--- src/rtl/step_ramp_ctrl.sv ---
`default_nettype none
// ============================================================================
// Module      : step_ramp_ctrl
// Description : Trapezoidal motion-profile sequencer for the stepper step
//               clock. Accepts a move command (step count, direction) and
//               drives the downstream clock divider value and reset. The
//               divider ramps down (accelerate), holds (cruise), then ramps
//               back up (decelerate) so the move ends at the start rate.
// Ports       : n_CLK, n_RST      - clock, synchronous active-high reset
//               i_start/i_target/i_dir - move request, sampled in IDLE
//               i_abort           - stop the running move immediately
//               i_step_clk        - divided clock, one step per rising edge
//               o_divider/o_div_rst - divider value and divider reset
//               o_dir, o_busy, o_done, o_step_count - move status
// Revision    : 1.0 - initial release
// ============================================================================
module step_ramp_ctrl #(
    parameter logic [27:0] P_START = 28'd10,
    parameter logic [27:0] P_MIN   = 28'd4,
    parameter logic [27:0] P_DELTA = 28'd2,
    parameter int          CNT_W   = 16
) (
    input  logic             n_CLK,
    input  logic             n_RST,
    input  logic             i_start,
    input  logic             i_abort,
    input  logic [CNT_W-1:0] i_target,
    input  logic             i_dir,
    input  logic             i_step_clk,
    output logic [27:0]      o_divider,
    output logic             o_div_rst,
    output logic             o_dir,
    output logic             o_busy,
    output logic             o_done,
    output logic [CNT_W-1:0] o_step_count
);

    localparam logic [2:0] S_IDLE   = 3'd0;
    localparam logic [2:0] S_ACCEL  = 3'd1;
    localparam logic [2:0] S_CRUISE = 3'd2;
    localparam logic [2:0] S_DECEL  = 3'd3;
    localparam logic [2:0] S_DONE   = 3'd4;

    logic [2:0]       state, next_state;
    logic             step_q;
    logic [CNT_W-1:0] target, ramp_cnt;

    logic [27:0]      nxt_divider;
    logic [CNT_W-1:0] nxt_count, nxt_ramp, nxt_target;
    logic             nxt_dir;

    logic             step_edge;
    logic [CNT_W-1:0] n_cnt, rem;
    logic [28:0]      up_sum, accel_lim;

    assign step_edge = ~step_q & i_step_clk;
    assign n_cnt     = o_step_count + CNT_W'(1);
    assign rem       = target - n_cnt;
    // Both sums carry an extra bit so large parameters cannot wrap.
    assign up_sum    = {1'b0, o_divider} + {1'b0, P_DELTA};
    assign accel_lim = {1'b0, P_MIN} + {1'b0, P_DELTA};

    // State and datapath registers
    always_ff @(posedge n_CLK) begin
        if (n_RST) begin
            state        <= S_IDLE;
            step_q       <= 1'b0;
            o_divider    <= P_START;
            o_dir        <= 1'b0;
            o_step_count <= '0;
            ramp_cnt     <= '0;
            target       <= '0;
        end else begin
            state        <= next_state;
            step_q       <= i_step_clk;
            o_divider    <= nxt_divider;
            o_dir        <= nxt_dir;
            o_step_count <= nxt_count;
            ramp_cnt     <= nxt_ramp;
            target       <= nxt_target;
        end
    end

    // Next-state and next-datapath logic
    always_comb begin
        next_state  = state;
        nxt_divider = o_divider;
        nxt_count   = o_step_count;
        nxt_ramp    = ramp_cnt;
        nxt_target  = target;
        nxt_dir     = o_dir;
        case (state)
            S_IDLE: begin
                if (i_start) begin
                    nxt_target  = i_target;
                    nxt_dir     = i_dir;
                    nxt_count   = '0;
                    nxt_ramp    = '0;
                    nxt_divider = P_START;
                    next_state  = (i_target == '0) ? S_DONE : S_ACCEL;
                end
            end
            S_ACCEL, S_CRUISE, S_DECEL: begin
                // Abort wins over a coincident step edge; that edge is lost.
                if (i_abort) begin
                    next_state = S_DONE;
                end else if (step_edge) begin
                    nxt_count = n_cnt;
                    if (rem == '0) begin
                        next_state = S_DONE;
                    end else if (rem <= ramp_cnt) begin
                        // Remaining steps just cover the ramp taken on the
                        // way up, so start slowing down symmetrically.
                        next_state  = S_DECEL;
                        nxt_divider = (up_sum > {1'b0, P_START}) ? P_START : up_sum[27:0];
                        nxt_ramp    = (ramp_cnt == '0) ? '0 : ramp_cnt - CNT_W'(1);
                    end else if (state == S_ACCEL) begin
                        if ({1'b0, o_divider} <= accel_lim) begin
                            nxt_divider = P_MIN;
                            next_state  = S_CRUISE;
                        end else begin
                            nxt_divider = o_divider - P_DELTA;
                        end
                        nxt_ramp = ramp_cnt + CNT_W'(1);
                    end
                end
            end
            S_DONE:  next_state = S_IDLE;
            default: next_state = S_IDLE;
        endcase
    end

    // Moore outputs
    always_comb begin
        o_busy    = (state != S_IDLE);
        o_done    = (state == S_DONE);
        o_div_rst = (state == S_IDLE) || (state == S_DONE);
    end

endmodule
`default_nettype wire

--- config.mk ---
export PLATFORM = sky130hd
export DESIGN_NAME = step_ramp_ctrl
export DESIGN_NICKNAME = d
export VERILOG_FILES = /design/src/rtl/step_ramp_ctrl.sv
export SDC_FILE = /design/constraint.sdc
export NUM_CORES = 1
export LEC_CHECK = 0
export ABC_AREA = 1
export CORE_ASPECT_RATIO = 0.9
export CORE_UTILIZATION = 50
export CTS_BUF_LIST = sky130_fd_sc_hd__clkbuf_4
export DETAILED_ROUTE_END_ITERATION = 6
export GPL_TIMING_DRIVEN = 0
export PLACE_DENSITY = 0.77
export SETUP_SLACK_MARGIN = 0.15
export SYNTH_ARGS = -nofsm -noshare
export SYNTH_HDL_FRONTEND = slang
export SYNTH_SLANG_ARGS = --single-unit
--- constraint.sdc ---
create_clock -name n_CLK -period 7.3 [get_ports n_CLK]
set_clock_uncertainty 0.2 [all_clocks]
set_input_delay 1.46 -clock n_CLK [delete_from_list [all_inputs] [get_ports n_CLK]]
set_output_delay 1.46 -clock n_CLK [all_outputs]
set_load 0.01 [all_outputs]
; Yosys cells after proc, flatten, opt, wreduce, memory -nomap -nowiden
; Cells that the tools add are included.
[word_totals]
reg_bits = 81
inputBits = 22
elab_cells = 71
[classes]
addsub = 6
order_cmp = 3
n_eq_ne = 12
n_mux = 29
bitwise = 2
n_reduce_logical = 12
[ops]
columns = operator, count
row1 = $mux 28, 8
row2 = $mux 16, 9
row3 = $pmux 16 s2, 2
row4 = $pmux 28 s2, 1
row5 = $logic_not 16->1, 3
row6 = $add 16x1->16 const B, 2
row7 = $add 28x2->29 const B, 1
row8 = $gt 29x4->1 const B, 1
row9 = $le 28x3->1 const B, 1
row10 = $sub 28x2->28 const B, 1
row11 = $mux 3, 8
row12 = $le 16x16->1, 1
row13 = $sub 16x1->16 const B, 1
row14 = $sub 16x16->16, 1
row15 = $ne 5x5->1 const B, 2
row16 = $ne 2x2->1 const B, 4
row17 = $reduce_and 4->1, 2
row18 = $eq 3x2->1 const B, 2
row19 = $ne 3x3->1 const B, 2
row20 = $pmux 3 s2, 1
row21 = $reduce_and 6->1, 1
row22 = $eq 3x1->1 const B, 1
row23 = $eq 3x3->1 const B, 1
row24 = $logic_not 3->1, 1
row25 = 7 further kinds, 7

; Longest topological paths before layout
; Gate-level depths: netlist (run 1).
[logic_depth]
ltp_word = 8
mapped_depth = 36
ltp_nobuf = 35

; Worst setup path before layout (run 1)
; OpenSTA, ideal clock, no wires.
[synth_path]
path_type = register to register
startpoint = register o_step_count[1]
endpoint = register ramp_cnt[10]
setup_ns = 0.134
arrival_time_ns = 4.072
required_time_ns = 6.966
path_slack_ns = 2.894
stages_incl_launch_ff = 31
path_cell_list = dfxtp_1 ha_1 nand4_1 inv_1 nand3_1 nand3b_1 xor2_1 ha_1 a21oi_1 nor2_1 nor2_1 nor2_1 nor3_1 nand2_1 nand2_1 nand2_1 ha_1 nand2_1 inv_1 nand3_1 nor3_1 nand2_1 nand4_1 nand2_1 inv_1 clkbuf_1 o21ai_0 o211ai_1 nand3_1 nand2_1 nor2_1
[synth_via]
elab_chain_cells = 8
word_cells_on_any_way = 12
classes_between = add/sub (2) / order compare (1) / eq/ne (2) / mux (5) / reduce/logical (2)
[synth_rtl]
columns = item, line_no
row1 = start: declaration, 35  ; output logic [CNT_W-1:0] o_step_count
row2 = start signal: assignment, 78  ; o_step_count <= nxt_count;
row3 = $add 16x1->16 *, 57  ; assign n_cnt = o_step_count + CNT_W'(1);
row4 = $sub 16x16->16 *, 58  ; assign rem = target - n_cnt;
row5 = $le 16x16->1, 111  ; end else if (rem <= ramp_cnt) begin
row6 = $mux 16, 111
row7 = $mux 16, 109  ; if (rem == '0) begin
row8 = $mux 16, 107  ; end else if (step_edge) begin
row9 = $mux 16, 105  ; if (i_abort) begin
row10 = $pmux 16 s2, 92  ; case (state)
row11 = end signal: assignment, 79  ; ramp_cnt <= nxt_ramp;
row12 = end: declaration, 46  ; logic [CNT_W-1:0] target, ramp_cnt;
; Every way passes the cells marked *; elsewhere a longest branch is shown, timed or not. The select of a mux whose other input is x is not followed.
; A chain may end at the register's enable or synchronous reset.

; Worst setup path in the final report (run 1)
[layout_path]
startpoint = register o_step_count[1]
endpoint = register ramp_cnt[15]
; The elaborated chain is that of the path after synthesis.

==> results.sh, run 1 <==
export IMPL_num_antenna_cells=0
export IMPL_path_common_cell="nand2_1"
export IMPL_drive_gt1_share_pct=7.84
export IMPL_overflow=0
export IMPL_design_area_sq_mm=0.00839
export IMPL_vdd_ir_drop_max_mv=0.301
export IMPL_fill_cells=1400
export IMPL_final_nets=1330
export IMPL_dp_hpwl_um=17100
export IMPL_cts_root_buf="clkbuf_4"
export IMPL_place_port_buffers=66
export IMPL_rsz0062_at_grt="no"
export IMPL_coreArea_sq_mm=0.0142
export IMPL_leakage_nw=3.55
export IMPL_rows=41
export IMPL_fmax_mhz=177
export IMPL_grt_pass1_wl_um=35100
export IMPL_rr_startpoint="o_step_count[1]$_SDFFE_PP0P_"
export IMPL_clkLatencyLatePin_ns=0.49
export IMPL_synth_top_family_by_area="simple AND/OR/NAND/NOR gates"
export IMPL_finalSetupTns_ns=0
export IMPL_die_height_um=117
export IMPL_crit_buf_inv=4
export IMPL_hold_viol_final=0
export IMPL_status="complete, no violations"
export IMPL_tightest_slew_ns=0.797
export IMPL_synth_cells=1194
export IMPL_yosys_area_top_type_share_pct=21.8
export IMPL_synthMuxAreaShare_pct=0
export IMPL_htreeDepth=3
export IMPL_async_flop_share_pct=0
export IMPL_setup_violations=0
export IMPL_synth_simple_gate_area_share_pct=41.3
export IMPL_die_area_sq_mm=0.0152
export IMPL_critical_path_required_ns=7.53
export IMPL_crit_fanout=10
export IMPL_ys_types=47
export IMPL_syn_num_nets=1253
export IMPL_numCtsBuffers=9
export IMPL_startpoint="o_step_count[1]$_SDFFE_PP0P_"
export IMPL_mostFrequentLayoutCell="nand2_1"
export IMPL_dr_total_vias=8024
export IMPL_crit_end="ramp_cnt[15]$_SDFFE_PP0P_"
export IMPL_syn_area_sq_mm=0.00735
export IMPL_reg2regPathDepth=29
export IMPL_synthFlopType="dfxtp_1"
export IMPL_vias_per_cell=5.46
export IMPL_synth_avg_cell_area_sq_um=6.15
export IMPL_cts_resized=0
export IMPL_yosys_warnings=0
export IMPL_crit_cells=29
export IMPL_grt_max_degree=16
export IMPL_clk_pin_slew_ns=0.16
export IMPL_powerDensity_mw_per_mm2=437
export IMPL_synth_compound_area_share_pct=11.8
export IMPL_arrival_ns=5.89
export IMPL_fin_crit_sh_pct=77.5
export IMPL_io_pins=70
export IMPL_cap_viol_max_count=0
export IMPL_timing_slew_headroom_pct=46.8
export IMPL_drt_first_pass_iters=6
export IMPL_synth_seq_cells=80
export IMPL_cts_tree="built"
export IMPL_synthTopCellsByArea="dfxtp_1 22%, nand2_1 14%, nor2_1 9.2%"
export IMPL_reg2reg_slack_ns=1.64
export IMPL_slowest_delay_ns=0.46
export IMPL_start_util_pct=51.9
export IMPL_yosysSeqAreaShare_pct=21.8
export IMPL_cts_hold_buffers_added=0
export IMPL_mostFrequentLayoutCells="267 x nand2_1, 180 x nor2_1, 120 x inv_1, 120 x nand3_1, 80 x dfxtp_1"
export IMPL_cts_sinks=80
export IMPL_criticalPathCategory="reg2reg"
export IMPL_hold_class="reg2reg"
export IMPL_slew_violations=0
export IMPL_r2r_end="ramp_cnt[15]$_SDFFE_PP0P_"
export IMPL_cp_start_kind="flip-flop"
export IMPL_slowest_stage="clkbuf_1"
export IMPL_post_cts_repair_setup_buffers=0
export IMPL_period_minus_slack_ns=5.66
export IMPL_wl_per_cell_um=14.9
export IMPL_antenna_found_initial=0
export IMPL_synth_edff_count=0
export IMPL_yosysTopAreaCell="dfxtp_1"
export IMPL_cp_top_family="simple AND/OR/NAND/NOR gates"
export IMPL_first_global_vias=7077
export IMPL_place_gp_congestion=1.01
export IMPL_area_delta_synth_final_pct=14.3
export IMPL_crit_path_end_kind="flip-flop"
export IMPL_synth_adder_area_share_pct=6.40
export IMPL_wl_um=22000
export IMPL_drt_first_iter_violations=834
export IMPL_cts_path_max_buffers=2
export IMPL_ant_nets=0
export IMPL_synth_xor_area_share_pct=8.35
export IMPL_regArea_sq_mm=0.00160
export IMPL_die_x_um=130
export IMPL_multiInputGateArea_sq_mm=0.00499
export IMPL_placement_cell_area_sq_mm=0.00825
export IMPL_grt_use_total_pct=29.9
export IMPL_route_detailed_drc=0
## cell families (layout without fill, tap and decap cells)
logic type | after synthesis | in the layout
AND/OR/NAND/NOR | 684 | 684
buffers and inverters | 178 | 260
AO/OA/AOI/OAI | 144 | 144
flip-flops | 80 | 80
XOR/XNOR | 70 | 70
adder cells (fa/ha/maj) | 37 | 37
other | 1 | 1
## through the flow
| step | utilization [%] | instances | power (W) | worst slack [ns] | hold slack [ns] |
|---|---|---|---|---|---|
| floorplan | - | 1194 | 0.00263 | 2.89 | 0.234 |
| finish | 59.3 | 1469 | 0.00366 | 1.64 | 0.268 |
| detailed placement | 58.3 | 1453 | 0.00330 | 1.79 | 0.251 |
| global route | 59.3 | 1469 | 0.00403 | 0.958 | 0.304 |
| CTS | 59.3 | 1469 | 0.00362 | 1.73 | 0.271 |
| global placement | 58.3 | 1453 | 0.00326 | 1.84 | 0.250 |
## report_power, final
part           leakage, nW  switching (W)  internal [W]
Combinational         2.83        0.00180      0.000930
Sequential           0.651       0.000110      0.000529
Clock               0.0765       0.000192      0.000109
## routing by layer
layer	global-route usage, %	up-vias	wire (um)
li1	-	4037	-
met1	42.2	3600	10100
met2	45.5	348	9460
met3	6.91	39	1980
met4	7.91	0	387
met5	0	-	0
## worst reg2reg max path, delay by kind of cell, from the launching register on
kind	cells	cell delay [ns]
xor gates and xnor gates	1	0.35
buffers and inverters	4	0.89
DFF	1	0.43
adders and majority gates	3	0.94
AOI/OAI and AO/OA	4	0.77
and+or+nand+nor	17	2.00
## layout make-up
cell class	instances	area share, %
Multi-Input combinational cell	936	59.5
Sequential cell	80	19.1
Clock inverter	7	0.939
Timing Repair Buffer	66	7.87
Clock buffer	9	0.805
Tap cell	193	2.88
Buffer	53	3.38
Inverter	125	5.59
## Yosys cell counts, types with 2 or more instances
cell / instances
nand2_1: 267
nor2_1: 180
inv_1: 120
nand3_1: 120
dfxtp_1: 80
a21oi_1: 68
xor2_1: 61
ha_1: 36
clkbuf_1: 31
nand4_1: 31
nor3_1: 30
o21ai_0: 29
nand2_2: 28
a21oi_2: 23
buf_2: 14
o211ai_1: 9
xnor2_1: 9
nor4_1: 8
nand3b_1: 6
clkinv_1: 4
a2bb2oi_1: 3
buf_12: 3
nand3_2: 3
a21boi_0: 2
buf_1: 2
buf_6: 2
nor2_2: 2
nor2_4: 2
o21bai_1: 2
or2_2: 2
## sequential cells by signal, indices dropped and copies added (netlist names)
signal / count
o_divider: 27
o_dir: 1
target: 16
ramp_cnt: 16
o_step_count: 16
state: 3
step_q: 1
## how the worst min path moves through the flow
stage / endpoint / slack [ns] / startpoint / cells after the start
finish: target[0]$_SDFFE_PP0P_ / 0.27 / target[0]$_SDFFE_PP0P_ / 2
global route: o_dir$_SDFFE_PP0P_ / 0.30 / o_dir$_SDFFE_PP0P_ / 2
CTS: target[0]$_SDFFE_PP0P_ / 0.27 / target[0]$_SDFFE_PP0P_ / 2
detailed placement: target[0]$_SDFFE_PP0P_ / 0.25 / target[0]$_SDFFE_PP0P_ / 2
global placement: target[0]$_SDFFE_PP0P_ / 0.25 / target[0]$_SDFFE_PP0P_ / 2
floorplan: target[0]$_SDFFE_PP0P_ / 0.23 / target[0]$_SDFFE_PP0P_ / 2
(Power assumes the default switching activity.)
==> inputs of run 2 (changes only) <==
PLACE_DENSITY = 0.8   (was 0.77)
clock period = 4.72 ns   (was 7.3 ns; I/O delays follow)
==> results.sh, run 2 (same netlist as run 1, synthesis figures left out) <==
export IMPL_tightest_slew_ns=0.858
export IMPL_num_antenna_cells=0
export IMPL_wl_met3_um=1900
export IMPL_p_sw_share_pct=54.8
export IMPL_arrival_ns=4.88
export IMPL_min_to="o_dir$_SDFFE_PP0P_"
export IMPL_drive_gt1_share_pct=16.3
export IMPL_mostFrequentLayoutCells="248 x nand2_1, 178 x nor2_1, 113 x inv_1"
export IMPL_wl_per_cell_um=15.4
export IMPL_period_minus_slack_ns=4.73
export IMPL_final_nets=1365
export IMPL_cts_sinks=80
export IMPL_crit_fanout=7
export IMPL_violations="negative setup slack"
export IMPL_overflow=0
export IMPL_final_util_pct=64.5
export IMPL_p_seq_share_pct=14.9
export IMPL_grt_use_total_pct=29.9
export IMPL_cts_root_buf="clkbuf_4"
export IMPL_timing_slew_headroom_pct=42.8
export IMPL_leakage_nw=3.84
export IMPL_vias_per_cell=5.51
export IMPL_setup_violations=3
export IMPL_wl_met1_um=10600
export IMPL_cts_tree="built"
export IMPL_clkPwrFrac_pct=6.1
export IMPL_critical_path_required_ns=4.87
export IMPL_dp_hpwl_um=16800
export IMPL_p_total_w=0.00668
export IMPL_drt_first_pass_iters=6
export IMPL_vdd_ir_drop_max_mv=0.628
export IMPL_cap_viol_max_count=0
export IMPL_start_util_pct=51.9
export IMPL_cp_start_kind="flip-flop"
export IMPL_slowest_delay_ns=0.38
export IMPL_hold_worst_slack_ns=0.276
export IMPL_die_x_um=130
export IMPL_drt_first_iter_violations=1052
export IMPL_design_area_sq_mm=0.00913
export IMPL_criticalPathCategory="reg2reg"
export IMPL_top_layer="met4"
export IMPL_coreArea_sq_mm=0.0142
export IMPL_io_pins=70
export IMPL_reg2regPathDepth=34
export IMPL_path_common_cell="nand2_2"
export IMPL_clkLatencyLatePin_ns=0.50
export IMPL_fmax_mhz=212
export IMPL_wl_um=23200
export IMPL_rr_startpoint="o_step_count[0]$_SDFFE_PP0P_"
export IMPL_r2r_end="ramp_cnt[3]$_SDFFE_PP0P_"
export IMPL_rsz0062_at_grt="yes"
export IMPL_mostFrequentLayoutCell="nand2_1"
export IMPL_dr_wl_met2_um=10400
export IMPL_first_global_vias=7031
export IMPL_area_delta_synth_final_pct=24.3
export IMPL_status="finished with violations"
export IMPL_ant_nets=0
export IMPL_fill_cells=1318
export IMPL_reg2reg_slack_ns=-0.007
export IMPL_finalSetupTns_ns=-0.0165
export IMPL_fin_ws_ns=-0.00681
export IMPL_multiInputGateArea_sq_mm=0.00534
export IMPL_place_port_buffers=66
export IMPL_hold_class="reg2reg"
export IMPL_antenna_found_initial=0
export IMPL_place_gp_congestion=0.981
export IMPL_p_comb_share_pct=79.0
export IMPL_powerDensity_mw_per_mm2=731
export IMPL_hp_start="o_dir$_SDFFE_PP0P_"
export IMPL_die_area_sq_mm=0.0152
export IMPL_grt_max_degree=16
export IMPL_cts_path_max_buffers=2
export IMPL_die_height_um=117
export IMPL_hold_viol_final=0
export IMPL_p_int_w=0.00302
export IMPL_slew_violations=0
export IMPL_rows=41
export IMPL_whs_path_depth=2
export IMPL_route_detailed_drc=0
export IMPL_dr_total_vias=8284
export IMPL_crit_path_end_kind="flip-flop"
export IMPL_largest_reg_flops=27
export IMPL_regArea_sq_mm=0.00162
export IMPL_p_sw_w=0.00366
export IMPL_regMostFlops="o_divider"
export IMPL_grt_pass1_wl_um=35100
export IMPL_placement_cell_area_sq_mm=0.00825
export IMPL_htreeDepth=3
export IMPL_slowest_stage="dfxtp_4"
export IMPL_fin_crit_sh_pct=100
export IMPL_clk_pin_slew_ns=0.16
export IMPL_numCtsBuffers=9
==> run 2: repair_timing <==
| action | 4_1_cts | 5_1_grt |
|---|---|---|
| hold buffers | 0 | 0 |
| buffers inserted | 21 | 11 |
| gates resized for setup | 52 | 61 |
| pin swaps | 9 | 31 |
| cloned | 1 | 2 |
| endpoints found under the setup margin | 46 | 46 |
==> run 2: metal layers <==
layer / vias to the layer above / global-route usage [%]
li1: 4101 / -
met3: 26 / 4.82
met4: 0 / 8.84
met5: - / 0
met2: 342 / 45.9
met1: 3815 / 42.9
==> run 2: worst max path at each step <==
stage                            startpoint  slack, ns  cells past startpoint                         to
2_1_floorplan  o_step_count[1]$_SDFFE_PP0P_       0.31                     30  ramp_cnt[10]$_SDFFE_PP0P_
3_3_place_gp   o_step_count[1]$_SDFFE_PP0P_      -0.71                     30   ramp_cnt[8]$_SDFFE_PP0P_
3_5_place_dp   o_step_count[1]$_SDFFE_PP0P_      -0.73                     30   ramp_cnt[8]$_SDFFE_PP0P_
4_1_cts        o_step_count[1]$_SDFFE_PP0P_       0.15                     36   ramp_cnt[3]$_SDFFE_PP0P_
5_1_grt        o_step_count[0]$_SDFFE_PP0P_      -0.30                     33   ramp_cnt[9]$_SDFFE_PP0P_
6_report       o_step_count[0]$_SDFFE_PP0P_     -0.007                     34   ramp_cnt[3]$_SDFFE_PP0P_
==> run 2: through the flow <==
stage | instances | worst slack, ns
2_1_floorplan | 1194 | 0.314
3_3_place_gp | 1453 | -0.708
3_5_place_dp | 1453 | -0.730
4_1_cts | 1491 | 0.150
5_1_grt | 1504 | -0.299
6_report | 1504 | -0.00681
==> run 2: power by group through the flow <==
stage / logic (W) / clock network [W] / registers [W]
floorplan: 0.00310 / 0 / 0.000964
global placement: 0.00405 / 0 / 0.000991
detailed placement: 0.00413 / 0 / 0.000996
CTS: 0.00454 / 0.000407 / 0.000986
global route: 0.00575 / 0.000438 / 0.00101
finish: 0.00528 / 0.000405 / 0.000997
==> run 2: critical path: cells and delay by family, from the launching register on <==
kind | cells | cell delay, ns
adders and majority gates | 3 | 0.69
AOI/OAI and AO/OA | 1 | 0.08
DFF | 1 | 0.38
buffers and inverters | 8 | 0.87
and+or+nand+nor | 21 | 2.11
xor gates and xnor gates | 1 | 0.24
==> run 2: cell type report <==
class                      count  share of cell area, %
buffer                        53                   3.41
sequential                    80                   17.7
inverter                     125                   5.17
timing repair buffer         101                   11.3
multi-input combinational    936                   58.5
clock buffer                   9                  0.740
tap                          193                   2.64
clock inverter                 7                  0.562
==> inputs of run 3 (changes only) <==
SKIP_LAST_GASP = 1   (was not set)
==> results.sh, run 3 (same netlist as run 1, synthesis figures left out) <==
export IMPL_mostFrequentLayoutCells="249 x nand2_1, 178 x nor2_1, 114 x inv_1"
export IMPL_dr_total_vias=8264
export IMPL_area_delta_synth_final_pct=24.1
export IMPL_cts_sinks=80
export IMPL_drive_gt1_share_pct=15.9
export IMPL_mostFrequentLayoutCell="nand2_1"
export IMPL_start_util_pct=51.9
export IMPL_hold_viol_final=0
export IMPL_die_x_um=130
export IMPL_fmax_mhz=211
export IMPL_cts_path_max_buffers=2
export IMPL_cts_tree="built"
export IMPL_powerDensity_mw_per_mm2=728
export IMPL_final_nets=1365
export IMPL_wl_um=23100
export IMPL_design_area_sq_mm=0.00911
export IMPL_multiInputGateArea_sq_mm=0.00532
export IMPL_p_total_w=0.00663
export IMPL_cts_hold_buffers_added=0
export IMPL_antenna_found_initial=0
export IMPL_slowest_delay_ns=0.41
export IMPL_p_sw_share_pct=54.6
export IMPL_route_detailed_drc=0
export IMPL_coreArea_sq_mm=0.0142
export IMPL_clkPwrFrac_pct=6.1
export IMPL_vias_per_cell=5.49
export IMPL_cp_top_family="simple AND/OR/NAND/NOR gates"
export IMPL_regArea_sq_mm=0.00162
export IMPL_ant_nets=0
export IMPL_clk_pin_slew_ns=0.16
export IMPL_hold_class="reg2reg"
export IMPL_fin_ws_ns=-0.0257
export IMPL_place_gp_congestion=0.981
export IMPL_cap_viol_max_count=0
export IMPL_io_pins=70
export IMPL_crit_buf_inv=6
export IMPL_pre_cts_ws_ns=-0.730
export IMPL_vdd_ir_drop_max_mv=0.617
export IMPL_tightest_slew_ns=0.835
export IMPL_die_height_um=117
export IMPL_rows=41
export IMPL_setup_violations=21
export IMPL_critical_path_required_ns=4.88
export IMPL_first_global_vias=7031
export IMPL_fill_cells=1324
export IMPL_cp_start_kind="flip-flop"
export IMPL_grt_max_degree=16
export IMPL_cts_root_buf="clkbuf_4"
export IMPL_period_minus_slack_ns=4.75
export IMPL_numCtsBuffers=9
export IMPL_htreeDepth=3
export IMPL_grt_pass1_wl_um=35100
export IMPL_violations="negative setup slack"
export IMPL_largest_reg_flops=27
export IMPL_slowest_stage="dfxtp_2"
export IMPL_status="finished with violations"
export IMPL_criticalPathCategory="reg2reg"
export IMPL_slew_violations=0
export IMPL_path_common_cell="nand2_2"
export IMPL_fin_crit_sh_pct=101
export IMPL_leakage_nw=3.84
export IMPL_drt_first_iter_violations=953
export IMPL_p_seq_share_pct=15.0
export IMPL_drt_first_pass_iters=6
export IMPL_reg2reg_slack_ns=-0.03
export IMPL_wl_per_cell_um=15.4
export IMPL_rsz0062_at_grt="yes"
export IMPL_crit_fanout=7
export IMPL_num_antenna_cells=0
export IMPL_crit_path_end_kind="flip-flop"
export IMPL_p_comb_share_pct=78.9
export IMPL_p_int_w=0.00301
export IMPL_p_sw_w=0.00362
export IMPL_overflow=0
export IMPL_grt_use_total_pct=29.9
export IMPL_timing_slew_headroom_pct=44.3
export IMPL_die_area_sq_mm=0.0152
export IMPL_arrival_ns=4.90
export IMPL_regMostFlops="o_divider"
export IMPL_dp_hpwl_um=16800
export IMPL_place_port_buffers=66
export IMPL_placement_cell_area_sq_mm=0.00825
export IMPL_clkLatencyLatePin_ns=0.50
[run 3: area by class of cell]
class	count	area share (%)
Inverter	125	5.18
Multi-Input combinational cell	936	58.4
Sequential cell	80	17.8
Timing Repair Buffer	101	11.3
Clock buffer	9	0.741
Buffer	53	3.42
Clock inverter	7	0.563
Tap cell	193	2.65
[run 3: what timing repair did]
item / CTS / global route
hold endpoints to repair: 0 / 0
cloned: 1 / 2
endpoints found under the setup margin: 46 / 46
resized for setup: 52 / 54
pin swaps: 9 / 31
buffers inserted: 21 / 11
[run 3: worst paths after layout]
path                            depth (start not counted)                         start                       end
worst min-delay path                                    2            o_dir$_SDFFE_PP0P_        o_dir$_SDFFE_PP0P_
worst max-delay path                                   32  o_step_count[5]$_SDFFE_PP0P_  ramp_cnt[3]$_SDFFE_PP0P_
worst min register to register                          2            o_dir$_SDFFE_PP0P_        o_dir$_SDFFE_PP0P_
worst max register to register                         32  o_step_count[5]$_SDFFE_PP0P_  ramp_cnt[3]$_SDFFE_PP0P_
[run 3: power by group through the flow]
| stage | Clock, W | Sequential (W) | Combinational [W] |
|---|---|---|---|
| final | 0.000407 | 0.000996 | 0.00523 |
| after global routing | 0.000438 | 0.00101 | 0.00572 |
| after CTS | 0.000407 | 0.000986 | 0.00454 |
| after detailed placement | 0 | 0.000996 | 0.00413 |
| after global placement | 0 | 0.000991 | 0.00405 |
| after floorplan | 0 | 0.000964 | 0.00310 |
[run 3: routing by layer]
| metal | share of wire, % | vias to the layer above | routed length (um) | track usage, % |
|---|---|---|---|---|
| li1 | - | 4097 | - | - |
| met5 | 0 | - | 0 | 0 |
| met3 | 8.1 | 26 | 1860 | 4.82 |
| met4 | 1.3 | 0 | 308 | 8.84 |
| met1 | 46 | 3799 | 10600 | 42.9 |
| met2 | 45 | 342 | 10400 | 45.9 |
[run 3: tightest hold or removal path: stages, from the launching register on]
cell     delay, ns
dfxtp_1       0.34
nand2_1       0.06
a21oi_1       0.05
[run 3: metrics by stage]
stage,instances,hold slack [ns],TNS (ns),utilization (%)
floorplan,1194,0.234,0,-
global placement,1453,0.250,-27.54,58.3
detailed placement,1453,0.257,-28.65,58.3
CTS,1491,0.277,0,61.9
global route,1504,0.290,-11.77,64.4
finish,1504,0.276,-0.228,64.4
